==> src/rtl/cube_input_ctrl.sv <==
// Cube colour-entry controller: 54-facelet store, cursor/face editing, valid/ready state dump.
// Optional cursor blink divider is built only when CURSOR_BLINK_EN is defined.
module cube_input_ctrl #(
  parameter int BLINK_DIV = 12_500_000
) (
  input  logic        clock,
  input  logic        reset,
  input  logic        btn_up,
  input  logic        btn_down,
  input  logic        btn_left,
  input  logic        btn_right,
  input  logic        btn_select,
  input  logic        btn_face,
  input  logic        dump_req,
  output logic [2:0]  face_idx,
  output logic [1:0]  cursor_row,
  output logic [1:0]  cursor_col,
  output logic        cursor_blink,
  output logic [26:0] face_colours,
  output logic        dump_valid,
  input  logic        dump_ready,
  output logic [2:0]  dump_data,
  output logic        dump_last,
  output logic        busy
);

  // Dump stream: a beat transfers on a rising edge where dump_valid && dump_ready;
  // dump_data/dump_last are a pure function of the beat index, so they hold while stalled.

  typedef enum logic {EDIT = 1'b0, DUMP = 1'b1} stateT;

  stateT      state, stateNext;
  logic [2:0] cells [54];
  logic [2:0] faceIdx;
  logic [1:0] curRow, curCol;
  logic [5:0] dumpIdx;
  logic [5:0] editIdx, faceBase;
  logic       doSelect, doFace, doUp, doDown, doLeft, doRight, beatDone;

  always_ff @(posedge clock) begin
    if (reset) state <= EDIT;
    else       state <= stateNext;
  end

  // One action per cycle; a select on the centre still wins priority but does nothing.
  always_comb begin
    stateNext = state;
    doSelect  = 1'b0;
    doFace    = 1'b0;
    doUp      = 1'b0;
    doDown    = 1'b0;
    doLeft    = 1'b0;
    doRight   = 1'b0;
    beatDone  = 1'b0;
    case (state)
      EDIT: begin
        if (dump_req)        stateNext = DUMP;
        else if (btn_select) doSelect  = !(curRow == 2'd1 && curCol == 2'd1);
        else if (btn_face)   doFace    = 1'b1;
        else if (btn_up)     doUp      = 1'b1;
        else if (btn_down)   doDown    = 1'b1;
        else if (btn_left)   doLeft    = 1'b1;
        else if (btn_right)  doRight   = 1'b1;
      end
      DUMP: begin
        beatDone = dump_ready;
        if (dump_ready && dumpIdx == 6'd53) stateNext = EDIT;
      end
      default: stateNext = EDIT;
    endcase
  end

  assign faceBase = 6'(faceIdx) * 6'd9;
  assign editIdx  = faceBase + 6'(curRow) * 6'd3 + 6'(curCol);

  always_ff @(posedge clock) begin
    if (reset) begin
      faceIdx <= 3'd0;
      curRow  <= 2'd0;
      curCol  <= 2'd0;
      dumpIdx <= 6'd0;
      for (int i = 0; i < 54; i++) cells[i] <= 3'(i / 9 + 1);
    end else begin
      if (doSelect)
        cells[editIdx] <= (cells[editIdx] == 3'd6) ? 3'd1 : cells[editIdx] + 3'd1;
      if (doFace)  faceIdx <= (faceIdx == 3'd5) ? 3'd0 : faceIdx + 3'd1;
      if (doUp)    curRow  <= (curRow == 2'd0) ? 2'd2 : curRow - 2'd1;
      if (doDown)  curRow  <= (curRow == 2'd2) ? 2'd0 : curRow + 2'd1;
      if (doLeft)  curCol  <= (curCol == 2'd0) ? 2'd2 : curCol - 2'd1;
      if (doRight) curCol  <= (curCol == 2'd2) ? 2'd0 : curCol + 2'd1;
      if (state == EDIT)  dumpIdx <= 6'd0;
      else if (beatDone)  dumpIdx <= (dumpIdx == 6'd53) ? 6'd0 : dumpIdx + 6'd1;
    end
  end

  always_comb begin
    face_colours = '0;
    for (int k = 0; k < 9; k++) face_colours[3*k +: 3] = cells[faceBase + 6'(k)];
  end

  assign face_idx   = faceIdx;
  assign cursor_row = curRow;
  assign cursor_col = curCol;
  assign busy       = (state == DUMP);
  assign dump_valid = (state == DUMP);
  assign dump_data  = (state == DUMP) ? cells[dumpIdx] : 3'd0;
  assign dump_last  = (state == DUMP) && (dumpIdx == 6'd53);

`ifdef CURSOR_BLINK_EN
  localparam int CntW = (BLINK_DIV > 1) ? $clog2(BLINK_DIV) : 1;

  logic [CntW-1:0] blinkCnt;
  logic            blinkOn;

  // Any cursor/face movement restarts the period with the highlight on.
  always_ff @(posedge clock) begin
    if (reset || state == DUMP || doFace || doUp || doDown || doLeft || doRight) begin
      blinkCnt <= '0;
      blinkOn  <= 1'b1;
    end else if (blinkCnt == CntW'(BLINK_DIV - 1)) begin
      blinkCnt <= '0;
      blinkOn  <= ~blinkOn;
    end else begin
      blinkCnt <= blinkCnt + 1'b1;
    end
  end

  assign cursor_blink = blinkOn;
`else
  // Steady highlight; the divider parameter is kept in the interface for the blink build.
  assign cursor_blink = 1'b1 | (BLINK_DIV == 0);
`endif

endmodule

==> config.mk <==
export PLATFORM = sky130hd
export DESIGN_NAME = cube_input_ctrl
export DESIGN_NICKNAME = d
export VERILOG_FILES = /design/src/rtl/cube_input_ctrl.sv
export SDC_FILE = /design/constraint.sdc
export NUM_CORES = 1
export LEC_CHECK = 0
export CAP_MARGIN = 20
export CORE_ASPECT_RATIO = 0.5
export CORE_UTILIZATION = 40
export CTS_CLUSTER_DIAMETER = 150
export DETAILED_ROUTE_END_ITERATION = 10
export SKIP_LAST_GASP = 1
export SLEW_MARGIN = 20
export SYNTH_ARGS = -nofsm -noshare
export SYNTH_HDL_FRONTEND = slang
export SYNTH_SLANG_ARGS = --single-unit
==> constraint.sdc <==
create_clock -name clock -period 8.4 [get_ports clock]
set_clock_uncertainty 0.1 [all_clocks]
set_input_delay 2.1 -clock clock [delete_from_list [all_inputs] [get_ports clock]]
set_output_delay 2.1 -clock clock [all_outputs]
set_load 0.1 [all_outputs]
Yosys cells after proc, flatten, opt, wreduce, memory -nomap -nowiden
Memory sizes are Yosys's and may differ from the RTL's. A register that Yosys moved wholly into a read port is not among the register bits. Cells that the tools add are included.

Add/sub/neg operators: 17. Bitwise logic cells: 1. Reduce and logical (&&, ||, !) cells: 10. Equal/unequal tests: 7. Muxes and demuxes: 59. Multipliers: 2.

Operator list (count): $mux 1 (42); $add 6x3->6 const B (4); $mux 6 (4); $mux 2 (8); $add 6x1->6 const B (2); $add 6x2->6 const B (2); $mux 3 (4); $add 3x1->3 const B (2); $add 6x2->6 (1); $add 6x4->6 (1); $add 6x4->6 const B (1); $eq 3x3->1 const B (2); $eq 6x6->1 const B (1); $mul 3x4->6 const B (1); $add 2x1->2 const B (2); $eq 2x1->1 const B (2); $eq 2x2->1 const B (2); $logic_not 2->1 (2); $mul 2x2->4 const B (1); $reduce_bool 2->1 (2); $sub 2x1->2 const B (2); $logic_and 1x1->1 (3); $reduce_or 3->1 (1); $pmux 1 s2 (1); other kinds (3) (3).

Logic and storage cells: 102. Memory bits (writable): 162. Bits of input ports: 10. Register bits: 14. Memories: 1. Output and inout bits: 41.

Memory list: cells (depth 54, width 3, rd ports 11, clocked after memory_dff 1, write ports 54, RTL line 33) `logic [2:0] cells [54];`.

Logic depth before layout (Yosys ltp)
Word-level depth: 11. Depth in mapped cells: 15. Depth with buffers taken out: 11.

Worst setup path before layout
Ideal clock, no wire load.

Path kind: register to output. From: register faceIdx[1] (netlist: face_idx[1]). To: output face_colours[15]. Buffers on the path: 7. Cell stages (with the launch flop): 14. Path slack: -0.464 ns. Data arrival time: 6.664 ns. Required time: 6.200 ns. Path through: dfxtp_1 -> buf_2 -> buf_1 -> buf_2 -> inv_1 -> clkbuf_1 -> ha_1 -> clkbuf_1 -> buf_1 -> buf_1 -> mux4_2 -> mux4_2 -> mux2i_1 -> o21ai_0.

Word-level cells in the longest chain between the ends: 3.

RTL lines: start, declared (RTL line 34) `logic [2:0] faceIdx;`; start signal, assigned (RTL line 86) `if (doFace) faceIdx <= (faceIdx == 3'd5) ? 3'd0 : faceIdx + 3'd1;`; $mul 3x4->6 (RTL line 73) `assign faceBase = 6'(faceIdx) * 6'd9;`; $add 6x3->6 (RTL line 98) `for (int k = 0; k < 9; k++) face_colours[3*k +: 3] = cells[faceBase + 6'(k)];`; $mem_v2 54x3; end, declared (RTL line 19) `output logic [26:0] face_colours,`.

Every way passes these cells.

Final worst setup path
From: register faceIdx[1] (netlist: face_idx[1]). To: output face_colours[23].

The elaborated chain is that of the path after synthesis.

==> results.cfg <==
[outcome]
status = finished clean

[synth]
synth-edff-count = 192
synthesis.nets = 1467
ys_warn_count = 0
ys_seq_area_frac = 0.308
syn-instance-count = 1422
synthFlopType = edfxtp_1
synthesis.area_sq_um = 20000
async_flop_share = 0
ys_ff_latch = 212
syn_avg_cell_area_sq_um = 14.1
synthDistinctLibCells = 68

[cts]
post-cts-setup-buffers = 0
cts_buffers = 21
cts.clk_slew.worst_paths_ns = 0.08
ctsResizeCount = 0
cts_sinks = 212
cts_tree = built
cts_max_level = 1
cts_max_path_buffers = 3
clock_latency_ns = 0.55
hold_buffers = 0
cts_root_buffer = clkbuf_16

[sta]
max-slew-margin-rel = 0.230
fmax_mhz = 136
tns_ns = 0
min_period_ns = 7.35
fin_crit_sh = 0.875
worst_pin_slew_ns = 1.15
setup_violations = 0
slew_violations = 0
hold_viol = 0
rsz0062_at_grt = false

[floorplanning]
initial_core_util = 0.409
num_rows = 57
die-area_sq_um = 51100
coreArea_sq_um = 49000
dieHeight_um = 160
num_io_pins = 51
die_x_um = 319

[finish]
finalCoreUtilization = 0.446
nets = 1447
multi_input_area_sq_um = 13200
seq_area_sq_um = 6180
fill_cells = 4240
synthToLayoutAreaGrowth_pct = 8.96
final_layout_size_suffix_gt1_frac = 0.415

[setup_path]
startpoint_type = register
path_cells = inv_1, ha_4, buf_4, mux4_2, mux4_2, mux4_2, clkdlybuf4s50_1
r2r_start = face_idx[1]$_SDFFE_PP0P_
crit_path_top_delay_cell = clkdlybuf4s50_1
worstPathMaxFanout = 54
crit_start = face_idx[1]$_SDFFE_PP0P_
cp.required_ns = 6.20
critPathCaptureType = output port
worst_path_most_repeated_cell = mux4_2
max_stage_delay_ns = 1.01
criticalPathCategory = reg -> out
cp_data_arrival_time_ns = 5.15

[routing]
first_pass_iters = 6
viasPerCell = 7.80
ant_nets = 0
vias = 16200
drt_iter0_drc = 2886
wire_per_inst_um = 38.2
wl_mm = 79.1
route.detailed.drc = 0

[hold_path]
hp-start = dumpIdx[1]$_SDFFE_PP0P_
hold_class = reg -> reg

[pwr]
peakVddDrop_uv = 96.4
leakagePower_nw = 6.11
p_per_area_nw_per_um2 = 130

[grt]
grt_usage = 0.307
grt_max_degree = 114
antenna_found_initial = 4
gr-total-overflow = 0
grt_first_pass_wirelength_mm = 113
grt_pass1_vias = 15100

[place]
dp_hpwl_mm = 57.7
io_buffers = 49
place_congestion = 1.05

[job]
max_cap_violations = 0
[worst max-delay path: cells and delay by family, from the launching register on]
kind / cells / cell delay (ns)
buffers and inverters: 3 / 2.34
muxes: 3 / 1.57
DFF: 1 / 0.36
adders and majority gates: 1 / 0.24
[synth_stat cells (3+ instances only)]
master	count	area, sq um
mux2i_1	50	500
a22oi_1	6	45.0
or3_1	5	31.3
dfxtp_1	20	400
nor2_1	100	375
o221ai_1	3	26.3
nand2b_1	28	175
a211oi_1	13	97.6
xor2_1	7	61.3
o22ai_1	12	75.1
buf_2	34	170
edfxtp_1	192	5770
fa_1	3	60.1
and2_1	6	37.5
a21boi_0	10	75.1
o21ai_0	10	50.1
xnor2_1	7	61.3
nand4_1	17	106
nand2_1	90	338
nand3_1	55	275
a21oi_2	25	219
clkbuf_1	61	229
and3_1	4	25.0
a22o_1	3	26.3
mux4_2	393	8850
or2_2	37	231
a21oi_1	34	170
a2111oi_0	4	35.0
a21boi_2	7	78.8
ha_1	32	400
inv_1	16	60.1
a221oi_1	3	26.3
nor3_1	20	100
buf_1	31	116
buf_4	10	75.1
nor2b_1	10	62.6
buf_6	9	101
mux2_2	17	191
[cell usage in the layout (no fill, tap or decap), drive strengths merged, types with 19 or more instances in the layout]
master         synthesis  layout
clkbuf                61      27
nand2b                28      28
or2                   37      37
nor2                 100     100
mux2i                 50      50
ha                    32      32
a21oi                 59      59
inv                   17      19
nand2                 90      90
clkdlybuf4s50          0      45
mux4                 393     393
edfxtp               192     192
nand3                 55      55
dfxtp                 20      20
nor3                  20      20
buf                   84      57
[through the flow]
step	hold slack [ns]	cells	power, W	worst slack (ns)	instance area [sq um]
2_1_floorplan	0.399	1422	0.00170	0.0340	20000
3_3_place_gp	0.451	2027	0.00191	1.75	21200
3_5_place_dp	0.448	2027	0.00191	1.66	21200
4_1_cts	0.461	2064	0.00282	1.08	21800
5_1_grt	0.490	2065	0.00290	0.891	21800
6_report	0.470	2073	0.00284	1.05	21800
[kinds of logic (layout without fill, tap and decap cells)]
kind of cell / count (synthesis) / after routing / share of synthesized area
flops: 212 / 212 / 0.308
buf+inv: 163 / 157 / 0.0379
xor+xnor: 15 / 15 / 0.00693
compound gates: 150 / 150 / 0.0542
mux: 460 / 460 / 0.476
other cells: 1 / 9 / 0.000187
simple gates: 386 / 386 / 0.0941
fa+ha+maj: 35 / 35 / 0.0230
[worst paths after layout]
path	slack (ns)	cells past startpoint	endpoint
setup reg to reg	1.78	12	cells[20][2]$_SDFFCE_PN0P_
setup / recovery	1.05	7	face_colours[23]
hold reg to reg	0.47	2	register
hold / removal	0.47	2	register
[power breakdown]
group,switching (W),internal [W]
clock network,0.000428,0.000496
registers,0.0000418,0.00117
logic,0.000460,0.000244
total,0.000931,0.00191
[flip-flops by register name, summed over array words and instances (netlist names), named ones only]
name,flops
busy,1
cells,192
cursor_col,2
cursor_row,2
dumpIdx,6
face_idx,3
[per-layer routing]
metal	vias up	share of wire	track usage
li1	5942	-	-
met5	-	0.00016	0.00556
met1	8303	0.37	0.421
met2	1649	0.42	0.437
met4	2	0.043	0.104
met3	271	0.17	0.131
[area by class of cell]
| class | instances | share of cell area |
|---|---|---|
| Tap cell | 649 | 0.0372 |
| Inverter | 18 | 0.00309 |
| Clock buffer | 27 | 0.0251 |
| Multi-Input combinational cell | 1047 | 0.604 |
| Sequential cell | 212 | 0.283 |
| Clock inverter | 10 | 0.00401 |
| Timing Repair Buffer | 102 | 0.0424 |
| Antenna cell | 8 | 0.000917 |
Note: power is estimated with default switching activity, not from simulation.
